File: config.mk
export PLATFORM = sky130hd
export DESIGN_NAME = fetch_pc_predict
export DESIGN_NICKNAME = d
export VERILOG_FILES = /design/src/rtl/fetch_pc_predict.sv
export SDC_FILE = /design/constraint.sdc
export NUM_CORES = 1
export LEC_CHECK = 0
export BUFFER_PORTS_ARGS = -buffer_cell sky130_fd_sc_hd__buf_4
export CAP_MARGIN = 20
export CORE_MARGIN = 1
export CORE_UTILIZATION = 45
export CTS_CLUSTER_DIAMETER = 200
export CTS_CLUSTER_SIZE = 16
export DETAILED_ROUTE_END_ITERATION = 10
export GPL_ROUTABILITY_DRIVEN = 1
export PLACE_DENSITY = 0.74
export SLEW_MARGIN = 20
export SYNTH_ARGS = -nofsm -noshare
export SYNTH_HDL_FRONTEND = slang
export SYNTH_SLANG_ARGS = --single-unit
File: constraint.sdc
create_clock -name clk -period 4.5 [get_ports clk]
set_input_delay 1.125 -clock clk [delete_from_list [all_inputs] [get_ports clk]]
set_output_delay 1.125 -clock clk [all_outputs]
set_load 0.02 [all_outputs]
File: src/rtl/fetch_pc_predict.sv
// Fetch-stage PC register with a direct-mapped BTB and 2-bit saturating counters.
// Lookup is combinational on PCF; training and redirects come from execute.
module fetch_pc_predict #(
    parameter int          BTB_ENTRIES = 16,
    parameter logic [31:0] RESET_PC    = 32'h0000_0000
) (
    input  logic        clk,
    input  logic        rst,
    input  logic        en,
    output logic [31:0] PCF,
    output logic [31:0] PCPlus4F,
    output logic        predict_taken_F,
    input  logic        branch_valid_E,
    input  logic        branch_taken_E,
    input  logic [31:0] branch_pc_E,
    input  logic [31:0] branch_target_E,
    input  logic        mispredict_E,
    input  logic [31:0] redirect_pc_E
);
    localparam int IDX   = $clog2(BTB_ENTRIES);
    localparam int TAG_W = 30 - IDX;

    typedef enum logic [1:0] {
        STRONG_NT = 2'b00,
        WEAK_NT   = 2'b01,
        WEAK_T    = 2'b10,
        STRONG_T  = 2'b11
    } ctr_t;

    logic [BTB_ENTRIES-1:0] valid_q;
    ctr_t                   ctr_q    [BTB_ENTRIES];
    logic [TAG_W-1:0]       tag_q    [BTB_ENTRIES];
    logic [31:0]            target_q [BTB_ENTRIES];

    // Fetch-side lookup
    logic [IDX-1:0]   f_idx;
    logic [TAG_W-1:0] f_tag;
    logic             f_hit;
    logic [31:0]      pred_target;
    logic [31:0]      next_pc;

    assign f_idx           = PCF[IDX+1:2];
    assign f_tag           = PCF[31:IDX+2];
    assign f_hit           = valid_q[f_idx] && (tag_q[f_idx] == f_tag);
    assign predict_taken_F = f_hit && ctr_q[f_idx][1];
    assign pred_target     = target_q[f_idx];
    assign PCPlus4F        = PCF + 32'd4;

    // Execute-side training
    logic [IDX-1:0]   u_idx;
    logic [TAG_W-1:0] u_tag;
    logic             u_hit;
    logic             ctr_wr;
    logic             tgt_wr;
    logic             alloc;
    ctr_t             ctr_next;

    assign u_idx = branch_pc_E[IDX+1:2];
    assign u_tag = branch_pc_E[31:IDX+2];
    assign u_hit = valid_q[u_idx] && (tag_q[u_idx] == u_tag);

    // NOTE: every always_comb output gets a default first so no path leaves it unassigned (no latch).
    always_comb begin
        ctr_next = ctr_q[u_idx];
        ctr_wr   = 1'b0;
        tgt_wr   = 1'b0;
        alloc    = 1'b0;
        if (branch_valid_E) begin
            if (u_hit) begin
                ctr_wr = 1'b1;
                tgt_wr = branch_taken_E;
                if (branch_taken_E) begin
                    if (ctr_q[u_idx] != STRONG_T)
                        ctr_next = ctr_t'(ctr_q[u_idx] + 2'd1);
                end else begin
                    if (ctr_q[u_idx] != STRONG_NT)
                        ctr_next = ctr_t'(ctr_q[u_idx] - 2'd1);
                end
            end else if (branch_taken_E) begin
                ctr_wr   = 1'b1;
                tgt_wr   = 1'b1;
                alloc    = 1'b1;
                ctr_next = WEAK_T;
            end
        end
    end

    // A redirect wins over a stall so it is never lost.
    always_comb begin
        next_pc = PCF;
        if (mispredict_E)
            next_pc = redirect_pc_E;
        else if (en && predict_taken_F)
            next_pc = pred_target;
        else if (en)
            next_pc = PCPlus4F;
    end

    // NOTE: sequential state uses non-blocking assignments so all flops sample pre-edge values.
    always_ff @(posedge clk or negedge rst) begin
        if (!rst)
            PCF <= RESET_PC;
        else
            PCF <= next_pc;
    end

    always_ff @(posedge clk or negedge rst) begin
        if (!rst) begin
            valid_q <= '0;
            for (int i = 0; i < BTB_ENTRIES; i++)
                ctr_q[i] <= WEAK_NT;
        end else begin
            if (ctr_wr)
                ctr_q[u_idx] <= ctr_next;
            if (alloc)
                valid_q[u_idx] <= 1'b1;
        end
    end

    // NOTE: tags and targets are qualified by valid_q, so this storage is left without reset.
    always_ff @(posedge clk) begin
        if (rst && tgt_wr)
            target_q[u_idx] <= branch_target_E;
        if (rst && alloc)
            tag_q[u_idx] <= u_tag;
    end

endmodule

==> impl_metrics.json, run 1 <==
{
  "status": "complete, but fails checks",
  "max_freq_mhz": 180.1,
  "synth_edf_count": 928,
  "die_y_um": 319.0,
  "via_per_inst": 6.638,
  "portBuffers": 164,
  "hold_viol": 0,
  "clock_latency_ps": 660,
  "grt_overflow": 0,
  "dp_hpwl_um": 83800,
  "area.growth.synth_to_final_pct": 16.21,
  "worstMarginPinSlew_ps": 896.2,
  "nets": 2934,
  "synth_seq_cells": 1008,
  "drv_slew": 0,
  "postSynthAreaPerCell_um2": 18.13,
  "grt_usage_pct": 25.35,
  "dieArea_um2": 101800,
  "skew_ps": 34.12,
  "cts_hold_buf": 0,
  "via_count": 27620,
  "drc": 0,
  "wirelength_um": 129900,
  "ys_seq_area_share_pct": 66.09,
  "worstSetupStartpointType": "register",
  "drive_gt1_share_pct": 33.24,
  "synth_fp_nets": 2598,
  "violations": "negative setup slack",
  "clock_sinks": 1008,
  "grt_max_degree": 48,
  "worstSetupPathType": "register to output pin",
  "syn_inst": 2495,
  "cts_made_buffers": 72,
  "place_area_um2": 50280,
  "crit_path_start": "PCF[2]$_DFFE_PN0P_",
  "hold_start": "ctr_q[22]$_DFFE_PN1P_",
  "grt_pass1_vias": 27640,
  "vdd_drop_max_v": 0.0003218,
  "setup_ws_ps": -1052,
  "antenna_found_initial": 9,
  "period_minus_slack_ps": 5552,
  "die_w_um": 319.0,
  "pwr_density_cell_nw_per_um2": 386.1,
  "rsz0062_at_grt": "true",
  "min_path_type": "register to register",
  "start_util_pct": 45.68,
  "fillers": 7522,
  "netlist_area_um2": 45220,
  "core_area_um2": 98990,
  "yosysUniqueCellTypes": 78,
  "cts.clk_slew.worst_paths_ps": 80,
  "num_rows": 115,
  "period_share_pct": 123.4,
  "clk_path_buf_depth": 3,
  "report.final.setup_viol": 6,
  "cts_tree": "built",
  "gp_congestion": 0.9306,
  "ys.flop_type": "edfxtp_1",
  "dpl_worst_slack_ps": -385.1,
  "ys_async_sr_fraction_pct": 7.937,
  "antenna_left": 0,
  "yosys-top-cells-area": "edfxtp_1 (62%), mux4_2 (17%), dfrtp_1 (3.5%), mux2i_1 (2.5%), dfstp_2 (0.93%)",
  "max_slew_margin_pct": 40.25,
  "htreeDepth": 3,
  "p_leak_nw": 17.23,
  "design_area_um2": 52550,
  "worst_ep_required_time_ps": 3380,
  "dr.pass1.iters": 5,
  "critPathMaxFanout": 11,
  "worstSetupEndpointType": "output pin",
  "post_drt_wl_per_cell_um": 31.22,
  "synth_top_area_share_pct": 61.62,
  "cts-root-buf": "clkbuf_16",
  "grt_pass1_wl_um": 189200,
  "arrival_ps": 4430,
  "first_iter_violations": 3986,
  "pin_count": 167,
  "yosysTopAreaCell": "edfxtp_1",
  "maxCapViolCount": 0,
  "tns_ps": -1944,
  "yosys_warnings": 0,
  "r2r-start": "PCF[2]$_DFFE_PN0P_"
}
==> worst max-delay path, stage by stage (launching register included) <==
cell      delay (ps)
dfrtp_4          490
buf_12           180
mux4_2           570
and3_4           220
or3_1            340
o2111a_2         290
or4_1            520
or4_4            450
nor4_4           390
buf_4            200
buf_4            130
==> cell families after synthesis <==
kind of cell    Yosys count  synth area share (%)
xor+xnor                 73                 1.414
fa+ha+maj                 3               0.07193
flops                  1008                 66.09
buf+inv                 210                 2.377
compound gates          363                 5.907
simple gates            375                 4.277
mux                     463                 19.86
==> power by group <==
| part | leakage (nW) | internal (mW) | switching [mW] | total, mW |
|---|---|---|---|---|
| registers | 9.26 | 10.4 | 0.177 | 10.5 |
| logic | 6.96 | 1.60 | 1.89 | 3.49 |
| clock network | 1.00 | 3.03 | 3.22 | 6.25 |
==> path summary, 6_finish.rpt <==
path	cells past startpoint	slack (ps)	endpoint
min in group asynchronous	2	550	ctr_q[19]$_DFFE_PN0P_
worst max register to register	14	60	PCF[11]$_DFFE_PN0P_
worst max-delay path	10	-1050	predict_taken_F
worst min register to register	2	510	ctr_q[22]$_DFFE_PN1P_
worst min-delay path	2	510	ctr_q[22]$_DFFE_PN1P_
max in group asynchronous	3	2830	PCF[3]$_DFFE_PN0P_
==> routing by layer <==
| layer | share of wire, % | track usage, % | up-vias |
|---|---|---|---|
| li1 | - | - | 11060 |
| met1 | 38 | 35.09 | 14410 |
| met2 | 47 | 39.88 | 1897 |
| met3 | 12 | 6.249 | 245 |
| met4 | 2.5 | 7.532 | 10 |
| met5 | 0.048 | 0 | - |
==> final cells by class <==
class / instances / area (um2) / share of cell area (%)
antenna: 4 / 10.01 / 0.01905
clock buffer: 106 / 1929 / 3.671
clock inverter: 7 / 176.4 / 0.3357
inverter: 30 / 112.6 / 0.2143
multi-input combinational: 1277 / 14590 / 27.76
sequential: 1008 / 29900 / 56.89
tap: 1287 / 1610 / 3.064
timing repair buffer: 442 / 4232 / 8.052
==> cell usage after synthesis, types with 20 or more instances <==
master	n
buf_4	24
clkbuf_1	91
a22oi_1	26
nand3_1	43
inv_1	29
a21oi_1	41
mux2i_1	111
o211ai_1	25
nand2_1	99
and3_1	27
xor2_1	29
dfrtp_1	64
edfxtp_1	928
nor3_1	20
xnor2_1	44
o21ai_0	62
buf_2	39
mux4_2	347
a221oi_1	29
nor2_1	75
==> layout by cell type (no fill, tap or decap), types with 41 or more instances in the layout <==
cell,Yosys,layout
mux2i_1,111,111
dfrtp_1,64,61
o21ai_0,62,61
a21oi_1,41,41
mux4_2,347,347
nor2_1,75,43
clkbuf_16,0,73
buf_12,4,66
xnor2_1,44,44
nand2_1,99,99
edfxtp_1,928,928
buf_4,24,368
nand3_1,43,42
==> stage by stage <==
| step | utilization, % | hold slack (ps) | cells | total power, mW |
|---|---|---|---|---|
| after floorplan | - | 460.0 | 2495 | 12.74 |
| final | 53.09 | 508.4 | 4161 | 20.29 |
| after global placement | 50.79 | 479.7 | 4038 | 14.05 |
| after detailed placement | 50.79 | 493.3 | 4038 | 14.13 |
| after CTS | 53.00 | 507.8 | 4154 | 20.29 |
| after global routing | 53.09 | 531.5 | 4161 | 20.88 |
==> state kept, by name, indices dropped and copies added, names as in the netlist <==
register and count:
ctr_q 32, valid_q 16, PCF 32, target_q 512, tag_q 416
==> repair_timing <==
item | in CTS | in global routing
cloned | 1 | 1
setup endpoints to repair | 26 | 16
resized for setup | 11 | 8
setup buffers | 2 | 2
Power figures use the tool's default switching activity.
==> run 2: changes to the inputs <==
Settings changed: CORE_ASPECT_RATIO set to 2.
==> impl_metrics.json, run 2 (synthesis gave the netlist of run 1 again) <==
{
  "worstSetupEndpointType": "output pin",
  "maxCapViolCount": 0,
  "grt_usage_pct": 27.81,
  "antenna_left": 0,
  "num_rows": 164,
  "core_area_um2": 99730,
  "period_minus_slack_ps": 5520,
  "fillers": 7835,
  "dpl_worst_slack_ps": -422.2,
  "start_util_pct": 45.35,
  "mostFrequentLayoutCell": "edfxtp_1",
  "critPathMaxFanout": 13,
  "gp_congestion": 0.9921,
  "holdWs_ps": 421.7,
  "drive_gt1_share_pct": 34.53,
  "die_w_um": 226.2,
  "die_y_um": 450.3,
  "vdd_drop_max_v": 0.0004602,
  "violations": "negative setup slack",
  "worstMarginPinSlew_ps": 1055,
  "cts-root-buf": "clkbuf_16",
  "setup_ws_ps": -1020,
  "htreeDepth": 3,
  "max_slew_margin_pct": 29.52,
  "via_count": 27800,
  "cts_hold_buf": 0,
  "status": "complete, but fails checks",
  "nets": 2980,
  "report.final.setup_viol": 1,
  "final_util_pct": 53.11,
  "skew_ps": 37.71,
  "max_flop_register": "target_q",
  "slowest_delay_ps": 570,
  "cp_common_cell": "buf_4",
  "largestRegisters": "target_q: 512 flops, tag_q: 416 flops",
  "period_share_pct": 122.7,
  "grt_pass1_vias": 28890,
  "cts.clk_slew.worst_paths_ps": 80,
  "grt_max_degree": 70,
  "post_drt_wl_per_cell_um": 32.88,
  "slowest_stage": "dfrtp_4",
  "dr.pass1.iters": 6,
  "dieArea_um2": 101800,
  "pin_count": 167,
  "dp_hpwl_um": 95510,
  "grt_pass1_wl_um": 199400,
  "clk_path_buf_depth": 3,
  "via_per_inst": 6.538,
  "fin_cells": 4251,
  "area.growth.synth_to_final_pct": 17.12,
  "largest_reg_flops": 512,
  "hold_viol": 0,
  "clock_latency_ps": 690,
  "first_iter_violations": 3010,
  "worstSetupPathType": "register to output pin",
  "clock_sinks": 1008,
  "arrival_ps": 4390,
  "antenna_found_initial": 6,
  "drv_slew": 0,
  "max_freq_mhz": 181.2,
  "worst_ep_required_time_ps": 3380,
  "worstSetupStartpointType": "register",
  "crit_chain": "buf_12 > buf_4 > mux4_2 > nor2_1 > buf_4 > o21ai_0 > xor2_1 > or3_1 > or4_4 > nor4_4 > buf_4",
  "wirelength_um": 139800,
  "final_cell_mix": "edfxtp_1 (928), buf_4 (419), mux4_2 (347), mux2i_1 (111), nand2_1 (99)",
  "portBuffers": 164,
  "drc": 0,
  "rsz0062_at_grt": "true",
  "dpl.cell_count": 4113,
  "min_path_type": "input port to asynchronous set/reset pin",
  "grt_overflow": 0,
  "p_leak_nw": 17.49,
  "cts_tree": "built",
  "pwr_density_cell_nw_per_um2": 385.1,
  "cts_made_buffers": 72
}
[run 2: cell count changes in the layout (fill, tap and decap cells not counted), sizes merged]
| cell | change |
|---|---|
| buf | +45 |
| bufbuf | +2 |
| clkbuf | +2 |
| clkinv | -2 |
| inv | +2 |
[run 2: power by group]
part	switching, mW	internal (mW)	leakage, nW
registers	0.179	10.4	9.26
clock network	3.19	3.02	0.989
logic	1.96	1.67	7.23
total	5.33	15.1	17.5
[run 2: timing repair]
| action | in CTS | in global routing |
|---|---|---|
| cloned | 3 | 0 |
| setup endpoints to repair | 16 | 8 |
| buffers inserted | 5 | 10 |
| pin swaps | 2 | 2 |
| resized for setup | 18 | 10 |
[run 2: per-layer routing]
layer  vias up  share of wire (%)  track usage (%)
met1     14410                 33            31.72
met4         2                8.3            19.92
met5         -              0.013                0
li1      11140                  -                -
met2      1734                 50            46.66
met3       507                7.9            5.143
[run 2: metrics by stage]
step                total power, mW  TNS (ps)  area (um2)
CTS                           20.43    -964.7       52830
global route                  20.92     -1124       52960
floorplan                     12.74    -98870       45310
finish                        20.40     -1020       52960
detailed placement            14.25    -77330       50520
global placement              14.17    -54120       50520
[run 2: final timing paths]
check	end	startpoint	slack, ps	cells past startpoint
setup reg to reg	PCF[11]$_DFFE_PN0P_	PCF[3]$_DFFE_PN0P_	40	13
min in group clk	valid_q[5]$_DFFE_PN0P_	valid_q[5]$_DFFE_PN0P_	510	1
max in group asynchronous	PCF[2]$_DFFE_PN0P_	rst	2970	2
hold reg to reg	valid_q[5]$_DFFE_PN0P_	valid_q[5]$_DFFE_PN0P_	510	1
setup / recovery	predict_taken_F	PCF[2]$_DFFE_PN0P_	-1020	11
hold / removal	ctr_q[3]$_DFFE_PN0P_	rst	420	1
[run 2: final cells by class]
type	instances	area, um2	share of cell area, %
repair buffers	488	4563	8.615
diodes	4	10.01	0.01890
inverters	30	112.6	0.2126
flip-flops and latches	1008	29900	56.45
clock inverters	7	133.9	0.2528
clock buffers	109	1941	3.664
multi-input cells	1277	14650	27.65
well taps	1328	1662	3.137
[run 2: critical path, delay by kind of cell, from the launching register on]
| kind | cells | cell delay, ps |
|---|---|---|
| muxes | 1 | 350 |
| xor gates and xnor gates | 1 | 160 |
| DFF | 1 | 570 |
| buffers and inverters | 4 | 670 |
| and+or+nand+nor | 4 | 1390 |
| AOI/OAI and AO/OA | 1 | 530 |
